[config.mk]
export PLATFORM = sky130hd
export DESIGN_NAME = mem_access_ctrl
export DESIGN_NICKNAME = d
export VERILOG_FILES = /design/src/rtl/mem_access_ctrl.sv
export SDC_FILE = /design/constraint.sdc
export NUM_CORES = 1
export LEC_CHECK = 0
export CAP_MARGIN = 40
export CELL_PAD_IN_SITES_DETAIL_PLACEMENT = 1
export CELL_PAD_IN_SITES_GLOBAL_PLACEMENT = 2
export CORE_MARGIN = 2
export CORE_UTILIZATION = 25
export CTS_BUF_LIST = sky130_fd_sc_hd__clkbuf_8
export DETAILED_ROUTE_END_ITERATION = 10
export GPL_ROUTABILITY_DRIVEN = 0
export PLACE_DENSITY_LB_ADDON = 0.1
export SLEW_MARGIN = 10
export SYNTH_ARGS = -nofsm -noshare
export SYNTH_HDL_FRONTEND = slang
export SYNTH_SLANG_ARGS = --single-unit
[constraint.sdc]
create_clock -name clk -period 3.6 [get_ports clk]
set_clock_uncertainty 0.1 [all_clocks]
set_input_delay 0.72 -clock clk [delete_from_list [all_inputs] [get_ports clk]]
set_output_delay 0.72 -clock clk [all_outputs]
set_load 0.05 [all_outputs]
[src/rtl/mem_access_ctrl.sv]
// Handshake front end for a single-port memory with combinational read data.
// It accepts burst commands, streams write beats into the memory, and returns read beats through a 1-entry registered buffer.
module mem_access_ctrl #(
  parameter int WIDTH  = 8,
  parameter int DEPTH  = 64,
  parameter int LEN_W  = 4,
  parameter int ADDR_W = $clog2(DEPTH)
) (
  input  logic              clk,
  input  logic              rst,
  input  logic              cmd_valid,
  output logic              cmd_ready,
  input  logic              cmd_wr,
  input  logic [ADDR_W-1:0] cmd_addr,
  input  logic [LEN_W-1:0]  cmd_len,
  input  logic              wd_valid,
  output logic              wd_ready,
  input  logic [WIDTH-1:0]  wd_data,
  output logic              rd_valid,
  input  logic              rd_ready,
  output logic [WIDTH-1:0]  rd_data,
  output logic              rd_last,
  output logic              busy,
  output logic              mem_en,
  output logic              mem_wr,
  output logic [ADDR_W-1:0] mem_addr,
  output logic [WIDTH-1:0]  mem_wdata,
  input  logic [WIDTH-1:0]  mem_rdata
);

  typedef enum logic [1:0] {IDLE, WRITE, READ} state_t;

  localparam logic [ADDR_W-1:0] ADDR_MAX = ADDR_W'(DEPTH - 1);

  state_t            state, state_next;
  logic [ADDR_W-1:0] addr;
  logic [LEN_W-1:0]  cnt;
  logic [LEN_W-1:0]  len;
  logic              beat;
  logic              rd_issue;
  logic              last;
  logic              cmd_accept;

  // NOTE: every output of this block gets a default first, so no path can leave one unassigned and infer a latch.
  always_comb begin
    state_next = state;
    cmd_ready  = 1'b0;
    wd_ready   = 1'b0;
    beat       = 1'b0;
    rd_issue   = 1'b0;
    mem_en     = 1'b0;
    mem_wr     = 1'b0;
    last       = (cnt == len);
    unique case (state)
      IDLE: begin
        cmd_ready = 1'b1;
        if (cmd_valid) state_next = cmd_wr ? WRITE : READ;
      end
      WRITE: begin
        wd_ready = 1'b1;
        if (wd_valid) begin
          beat   = 1'b1;
          mem_en = 1'b1;
          mem_wr = 1'b1;
          if (last) state_next = IDLE;
        end
      end
      READ: begin
        // A beat is issued only when the output buffer is empty or is being popped this cycle.
        if (!rd_valid || rd_ready) begin
          beat     = 1'b1;
          rd_issue = 1'b1;
          mem_en   = 1'b1;
          if (last) state_next = IDLE;
        end
      end
      default: state_next = IDLE;
    endcase
    // Reset takes priority, so a beat coinciding with reset never reaches the memory.
    if (rst) begin
      cmd_ready = 1'b0;
      wd_ready  = 1'b0;
      beat      = 1'b0;
      rd_issue  = 1'b0;
      mem_en    = 1'b0;
      mem_wr    = 1'b0;
    end
  end

  assign cmd_accept = cmd_ready && cmd_valid;
  assign mem_addr   = rst ? '0 : addr;
  assign mem_wdata  = rst ? '0 : wd_data;
  assign busy       = (state != IDLE) || rd_valid;

  // NOTE: sequential state is assigned non-blocking so every register samples pre-edge values.
  always_ff @(posedge clk) begin
    if (rst) state <= IDLE;
    else     state <= state_next;
  end

  always_ff @(posedge clk) begin
    if (rst) begin
      addr <= '0;
      cnt  <= '0;
      len  <= '0;
    end else if (cmd_accept) begin
      addr <= cmd_addr;
      len  <= cmd_len;
      cnt  <= '0;
    end else if (beat) begin
      addr <= (addr == ADDR_MAX) ? '0 : addr + ADDR_W'(1);
      cnt  <= cnt + LEN_W'(1);
    end
  end

  always_ff @(posedge clk) begin
    if (rst) begin
      rd_valid <= 1'b0;
      rd_data  <= '0;
      rd_last  <= 1'b0;
    end else if (rd_issue) begin
      rd_valid <= 1'b1;
      rd_data  <= mem_rdata;
      rd_last  <= last;
    end else if (rd_ready) begin
      rd_valid <= 1'b0;
    end
  end

endmodule

; After elaboration in Yosys (flattened, before gate mapping)
; Cells that the tools add are included.
[classes]
addsub = 2
multipliers = 0
n_div = 0
n_lt_le_gt_ge = 0
eq_ne = 7
n_shift = 0
muxes = 25
bitwise = 0
reduce_logical = 10
[op_table]
columns = cell, n
row1 = $mux 6, 4
row2 = $mux 1, 13
row3 = $mux 2, 5
row4 = $mux 8, 1
row5 = $add 6x1->6 const B, 1
row6 = $eq 6x6->1 const B, 1
row7 = $ne 2x2->1 const B, 3
row8 = $pmux 2 s3, 1
row9 = $reduce_bool 2->1, 3
row10 = $add 4x1->4 const B, 1
row11 = $eq 4x4->1, 1
row12 = $reduce_and 3->1, 1
row13 = $eq 2x1->1 const B, 1
row14 = $eq 2x2->1 const B, 1
row15 = $logic_not 2->1, 1
row16 = $logic_or 1x1->1, 2
row17 = $pmux 1 s2, 1
row18 = $reduce_or 2->1, 1
row19 = $logic_and 1x1->1, 1
row20 = $logic_not 1->1, 1
[totals]
register_bits = 26
latchBits = 0
ramBits = 0
rom_bits = 0
inputBits = 32
out_inout_bits = 29
wordCells = 51
n_memories = 0

; Logic depth before layout (Yosys ltp)
[logic_depth]
ltp_word = 7
ltp_mapped = 7
depth_no_buf = 6

; Least setup slack after synthesis
; No wires, ideal clock.
[synth_path]
path_type = input-to-output
from = input rst
to = output mem_wr
t_arrival_ps = 1975
path_slack_ps = 805
stages = 2
cell_sequence = nor2b_1 -> and2_1
[synth_via]
elab_chain_cells = 1
[synth_lines]
columns = item, line_no
row1 = start: declaration, 10  ; input logic rst,
row2 = $mux 1, 80  ; if (rst) begin
row3 = end: declaration, 25  ; output logic mem_wr,
; Every way passes these cells.

; Worst setup path after layout
; Ends and elaborated chain as after synthesis.

==> key figures <==
Detailed routing
  – DR pass1 iterations: 4
  – Antenna viol nets, final: 0
  – Initial drt markers: 37
  – Post-Route WL: 4.17 mm
  – DR WL/cell: 14.0 µm
  – DRC violations left: 0
  – Vias: 1369
  – DR vias/cell: 4.59

GRT
  – Initial antenna violation count: 0
  – Vias in the first global route: 1427
  – Largest net degree at the start of global routing: 21
  – Grt total ovfl: 0
  – Tot GR Track Use: 13.9%
  – First-pass GRT wire length: 6.87 mm

Synth
  – Synth unique cells: 30
  – Ys Warns: 0
  – Synthesized cell area: 1360 µm²
  – Post-synthesis sequential area ratio: 38.2%
  – Syn_nets: 206
  – Mapped Cells: 169
  – #FFs+latches synth: 26
  – Mean post-synth cell area: 8.06 µm²

Clock tree
  – Maximum root-to-sink buffer count: 2
  – Post CTS Setup Buffer Count: 0
  – H-tree depth: 1
  – Reg clk slew, reported paths: 0.09 ns
  – CTS resizes: 0
  – Root Driver: clkbuf_8
  – CTS tree: built
  – Hold-fix buffers, CTS: 0
  – Worst-Skew Late Latency: 0.27 ns
  – # clock sinks: 26
  – TritonCTS Buffers: 3

Timing
  – Fin crit period: 2.84 ns
  – Final Hold Vio Count: 0
  – F_max: 352 MHz
  – RSZ-0062 raised after global routing: false
  – Relative slew margins: 64.9%
  – Setup TNS: 0 ns
  – Slew @ Worst Pin: 0.522 ns
  – Post-route clock period utilization: 78.9%
  – Final setup viols: 0
  – Hold_ws: 0.365 ns
  – Max Transition Viols Final: 0

Run
  – Number of max-cap violations: 0

Floorplanning
  – Die Wd: 77.8 µm
  – Die Y-Extent: 77.8 µm
  – Starting Density: 26.3%
  – Number of placement rows: 26
  – IO Pins: 61
  – Core Region: 5170 µm²
  – Die footprint: 6050 µm²

Setup path
  – CP arrival: 2.02 ns
  – Req. time, crit path: 2.78 ns
  – Worst Setup Start Kind: input pin
  – Max FO, Critical Path: 18
  – WS Path Type: in -> out
  – Setup crit end kind: output port
  – Reg2reg setup slack: 1.33 ns

Pwr
  – PD cells: 486 nW/µm²
  – Max VDD drop: 0.178 mV
  – Leak pwr: 0.000880 µW

Final layout
  – Fraction of layout cells with a size suffix above 1: 12.7%
  – Most frequent cells in the layout: clkdlybuf4s50_1, dfxtp_1, nand2_1, buf_12, a21oi_1
  – Commonest non-fill, non-tap cell in the layout: clkdlybuf4s50_1
  – Syn-to-layout area delta: 67.9%
  – Diodes inserted: 0
  – Final nets: 266

Placed design
  – DP HPWL: 3.35 mm
  – Port Buffer Count: 60

Run status
  – Status: finished, final reports clean

Hold path
  – Worst Hold Class: reg -> reg
power by group:
group	total (µW)	internal (µW)	switching, µW	leakage (µW)
Clock	247	149	98.3	0.0000357
Combinational	501	210	291	0.000632
Sequential	363	328	34.8	0.000213
area by class of cell:
class,count,area (µm²)
Tap cell,70,87.6
Clock inverter,1,30.0
Fill cell,599,2890
Inverter,7,26.3
Multi-Input combinational cell,127,769
Sequential cell,26,520
Clock buffer,3,41.3
Timing Repair Buffer,64,811
worst max-delay path, stage by stage:
cell and delay (ns):
clkdlybuf4s50_1 0.46, buf_4 0.23, nor2b_1 0.24, and2_1 0.22
buf_12 0.15
flip-flops by register name (all words and copies together), names as in the netlist:
name      flops
cnt           4
rd_last       1
len           4
rd_valid      1
addr          6
rd_data       8
state         2
per-stage QoR:
stage	instances	instance area [µm²]	worst slack, ns	total power, µW	util, %
CTS	298	2290	0.736	1130	44.2
finish	298	2290	0.761	1110	44.2
floorplan	169	1360	0.805	669	-
detailed placement	294	2210	0.737	877	42.8
global route	298	2290	0.684	1170	44.2
global placement	294	2210	0.786	863	42.8
cell usage after synthesis:
| cell | instances | area, µm² |
|---|---|---|
| buf_6 | 1 | 11.3 |
| and2b_1 | 1 | 7.51 |
| or2_2 | 1 | 6.26 |
| clkbuf_1 | 7 | 26.3 |
| nand2_1 | 21 | 78.8 |
| or3b_2 | 1 | 8.76 |
| mux2i_1 | 5 | 50.1 |
| o31ai_1 | 1 | 7.51 |
| a211oi_1 | 2 | 15.0 |
| o21bai_1 | 1 | 7.51 |
| a21oi_1 | 17 | 85.1 |
| or3_1 | 5 | 31.3 |
| a311oi_1 | 3 | 26.3 |
| and2_1 | 2 | 12.5 |
| nand3_1 | 13 | 65.1 |
| nand2b_1 | 6 | 37.5 |
| nor4_1 | 1 | 6.26 |
| a31oi_1 | 1 | 6.26 |
| inv_1 | 7 | 26.3 |
| dfxtp_1 | 26 | 521 |
| or4_1 | 1 | 7.51 |
| o21ai_0 | 5 | 25.0 |
| nor2_1 | 11 | 41.3 |
| xor2_1 | 5 | 43.8 |
| ha_1 | 5 | 62.6 |
| nor2b_1 | 16 | 100 |
| buf_4 | 1 | 7.51 |
| a222oi_1 | 1 | 10.0 |
| a31oi_4 | 1 | 21.3 |
| and3_1 | 1 | 6.26 |
path summary, 6_finish.rpt:
kind / start / end / cells after the start
max: rst / mem_wr / 5
min reg2reg: rd_data[3] / rd_data[3] / 2
min: rd_data[3] / rd_data[3] / 2
max reg2reg: state[0] / addr[5] / 7
routing by layer:
metal / GRT usage [%] / part of all wire [%]
met1: 16.4 / 44
met2: 26.0 / 52
met3: 2.33 / 3.3
met4: 3.21 / 0.82
met5: 0 / 0
cells by family (layout without fill, tap and decap cells):
family	after synthesis	in the layout	share of synthesized area (%)
muxes	5	5	3.68
DFF	26	26	38.2
AOI/OAI and AO/OA	32	32	15.0
adders and majority gates	5	5	4.60
and+or+nand+nor	80	80	30.1
buffers and inverters	16	75	5.24
xor gates and xnor gates	5	5	3.22
Power figures use the tool's default switching activity.
==> edit 1 (same flow settings) <==
Make the reset (`rst`) asynchronous in 3 clocked blocks.
--- a/src/rtl/mem_access_ctrl.sv
+++ b/src/rtl/mem_access_ctrl.sv
@@ -94,10 +94,10 @@
 
   // NOTE: sequential state is assigned non-blocking so every register samples pre-edge values.
-  always_ff @(posedge clk) begin
+  always_ff @(posedge clk or posedge rst) begin
     if (rst) state <= IDLE;
     else     state <= state_next;
   end
 
-  always_ff @(posedge clk) begin
+  always_ff @(posedge clk or posedge rst) begin
     if (rst) begin
       addr <= '0;
@@ -114,5 +114,5 @@
   end
 
-  always_ff @(posedge clk) begin
+  always_ff @(posedge clk or posedge rst) begin
     if (rst) begin
       rd_valid <= 1'b0;
Check against the original RTL: differs if rst is asserted again (counterexample within 4 cycles, from zero or initial values and one cycle with rst high); with rst held inactive, the same outputs for 10 cycles.
==> edit 1 against the unedited design <==
  * Sequential cell count did not move
  * Largest power group unchanged
  * Cell area fell by 6.8%
  * Non-clock buffer count shrank 2
  * Highest routed layer unchanged
  * Final cell count shrank 6.0%
  * Combinational power is 92% higher
  * Core utilization is 5.5 points lower
  * Area after synthesis up 5.2%
  * Wire length fell by 3.6%
  * Largest cell class is now multi-input combinational cells
  * Worst setup slack got worse by 180 ps
  * Power rose by 55%
  * Critical path depth rose by 1
==> edit 1: results (changes against the unedited design) <==
metal2 WL=2090 µm (-4.0%); Comb power frac=55.7% (+11 points); end of the worst register-to-register path=addr[0]; Final Util=38.7% (-5.5 points); top post-synthesis cells by count=dfrtp_1 (26), nand2_1 (23), nor2b_1 (14); Max rail drop VDD=0.000308 V (+73%); P per Cell Area=810 mW/mm² (+67%); R2R Path Start=state[1]; Place WS=586 ps (-150 ps); share of layout cells above drive strength 1=18.3% (+5.5 points); Tot GR Track Use=13.5% (-0.41 points); Setup crit end=mem_en; cell count after synthesis=147 (-13%); crit path max fanout=8 (-10); Leak=0.931 nW (+5.7%); register area share after synthesis=45.4% (+7.2 points); Worst slew margin=65.9% (+1.0 points); r2r setup slk=1630 ps (+300 ps); global-route wire length before repair=6730 µm (-2.0%); distinct cell type count after synthesis=34 (+13%); ys async rst share=100% (+100 points); HP Start=len[0]; outcome=finished clean; routing usage on met3=2.38% (+0.050 points); M1 WL=1710 µm (-6.3%); crit share post-route=83.7% (+4.9 points); CP peak stage delay=480 ps (+20 ps); P_int=0.000935 W (+36%); hold endpoint=len[0]; Post-Syn Nets=184 (-11%)
==> edit 1: cell count changes in the layout (fill, tap and decap cells not counted), sizes merged, moves of 5 or more <==
cell	unedited run	this run
dfxtp	26	0
mux2	0	8
xor2	5	0
nand3	13	8
a21oi	17	2
xnor2	0	9
dfrtp	0	26
==> edit 1: layout make-up <==
type | instances | share of cell area (%)
Clock buffer | 3 | 1.94
Inverter | 7 | 1.47
Clock inverter | 1 | 1.41
Tap cell | 72 | 4.23
Sequential cell | 26 | 30.5
Timing Repair Buffer | 62 | 26.8
Multi-Input combinational cell | 109 | 33.6
==> edit 1: logic make-up (layout without fill, tap and decap cells) <==
| kind of cell | after synthesis | count (layout) | synth area share, % |
|---|---|---|---|
| simple gates | 73 | 73 | 26.7 |
| flops | 26 | 26 | 45.4 |
| compound gates | 13 | 13 | 6.46 |
| buf+inv | 12 | 73 | 4.54 |
| xor+xnor | 9 | 9 | 5.50 |
| mux | 9 | 9 | 6.99 |
| fa+ha+maj | 5 | 5 | 4.37 |
==> edit 2 (config.mk and constraints unchanged) <==
Without the edit above. Change the parameter `WIDTH` from 8 to 6.
--- a/src/rtl/mem_access_ctrl.sv
+++ b/src/rtl/mem_access_ctrl.sv
@@ -2,5 +2,5 @@
 // It accepts burst commands, streams write beats into the memory, and returns read beats through a 1-entry registered buffer.
 module mem_access_ctrl #(
-  parameter int WIDTH  = 8,
+  parameter int WIDTH  = 6,
   parameter int DEPTH  = 64,
   parameter int LEN_W  = 4,
Interface: changed (resized mem_rdata, mem_wdata, rd_data and wd_data); port bits go from 61 to 53. The function was not compared with the original's and may differ.
==> edit 2 against the unedited design <==
  * Sequential cell count decreased by 2
  * Worst setup slack got worse by 280 ps
  * Critical endpoint is now mem_en
  * Area after synthesis is 4.2% lower
  * Worst hold slack worse by 4.2 ps
  * Highest routed layer unchanged
  * Critical path depth is the same
  * Non-clock buffer count is 10 lower
  * Wire length down 8.4%
  * Critical path type unchanged
  * Cell area down 7.8%
  * Power down 7.5%
  * Combinational power shrank 9.6%
  * Largest power group unchanged
  * Via count shrank 6.7%
==> edit 2: results (changes against the unedited design) <==
outcome=finished clean; Post-Syn Nets=192 (-6.8%); DR iter-0 viols=19 (-49%); top post-synthesis cells by count=dfxtp_1 (24), nand2_1 (20), a21oi_1 (14), nor2b_1 (14), nor2_1 (11); vias in the first global route=1353 (-5.2%); Tot GR Track Use=13.6% (-0.36 points); register area share after synthesis=36.9% (-1.4 points); Post-Synth XOR/XNOR Area=3.36% (+0.14 points); Adder-Cell Fraction of Synth Area=4.80% (+0.20 points); r2r setup slk=1500 ps (+170 ps); IO buf count=52 (-13%); clock-cell share of area=3.38% (+0.26 points); vias after detailed routing=1277 (-6.7%); global-route wire length before repair=6470 µm (-5.9%); Setup crit end=mem_en; Top Registers=addr x6, rd_data x6; later-pin clock latency in the skew report=270 ps (about the same); crit share post-route=86.7% (+7.9 points); CP peak stage delay=550 ps (+90 ps); Post-CTS Setup Bufs=0 (unchanged); #MultiIn Comb=119 (-6.3%); Final #Nets=242 (-9.0%); crit path from=rd_ready; sequential share of cell area=22.8% (about the same); Synth area leaders=dfxtp_1 (37%), nor2b_1 (6.7%), nand2_1 (5.8%); distinct cell type count after synthesis=34 (+13%); CP arrival=2300 ps (+280 ps); # diodes=0 (unchanged); Max rail drop VDD=0.000203 V (+14%); hold endpoint=rd_data[0]; Data buffer area share=33.0% (-2.5 points); share of layout cells above drive strength 1=14.4% (+1.7 points); HP Start=rd_data[0]; CTS root buffer=clkbuf_8; HP Class=reg2reg; Longest Clk Path Bufs=2 (unchanged); initial antenna violation count=0 (unchanged); Leak=0.808 nW (-8.2%); post-synthesis mux area share=3.84% (+0.16 points); Worst Hold Depth=2 (unchanged); crit path max fanout=18 (unchanged); # clock sinks=24 (-7.7%); Resized Gates After CTS=0 (unchanged); Repair and plain buffers=54 (-16%); end of the worst register-to-register path=addr[1]; crit path max-delay cell type=a31oi_4; Worst slew margin=65.0% (+0.079 points); r2r worst-path depth=6 (-1); WL/cell=13.7 µm (-1.8%); largest net degree at the start of global routing=24 (+14%); Place WS=460 ps (-277 ps); final-layout fill cell count=605 (+1.0%); R2R Path Start=state[0]; Compound-Gate Fraction of Synth Area=16.0% (+1.0 points); multi-input combinational area share=35.4% (+1.8 points); detailed placement HPWL=3040 µm (-9.1%)
-- edit 2: power by group --
group,internal (W),switching [W]
combinational,0.000188,0.000265
sequential,0.000301,0.0000293
clock,0.000149,0.0000955
total,0.000638,0.000389
-- edit 2: critical path: cells and delay by family --
family          cells  cell delay (ps)
simple gates        2              450
compound gates      1              550
buf+inv             2              590
-- edit 2: metal layers --
metal | up-vias | GRT usage, % | wire [µm]
met5 | - | 0 | 0
met4 | 0 | 4.36 | 36
met3 | 4 | 2.96 | 174
met2 | 33 | 25.0 | 2030
met1 | 607 | 15.5 | 1580
li1 | 633 | - | -
-- edit 2: metrics by stage --
| stage | std cells | cell area (µm²) | hold WS (ps) |
|---|---|---|---|
| finish | 278 | 2110 | 361 |
| global route | 278 | 2110 | 397 |
| CTS | 278 | 2110 | 363 |
| detailed placement | 274 | 2040 | 350 |
| global placement | 274 | 2040 | 343 |
| floorplan | 159 | 1300 | 348 |
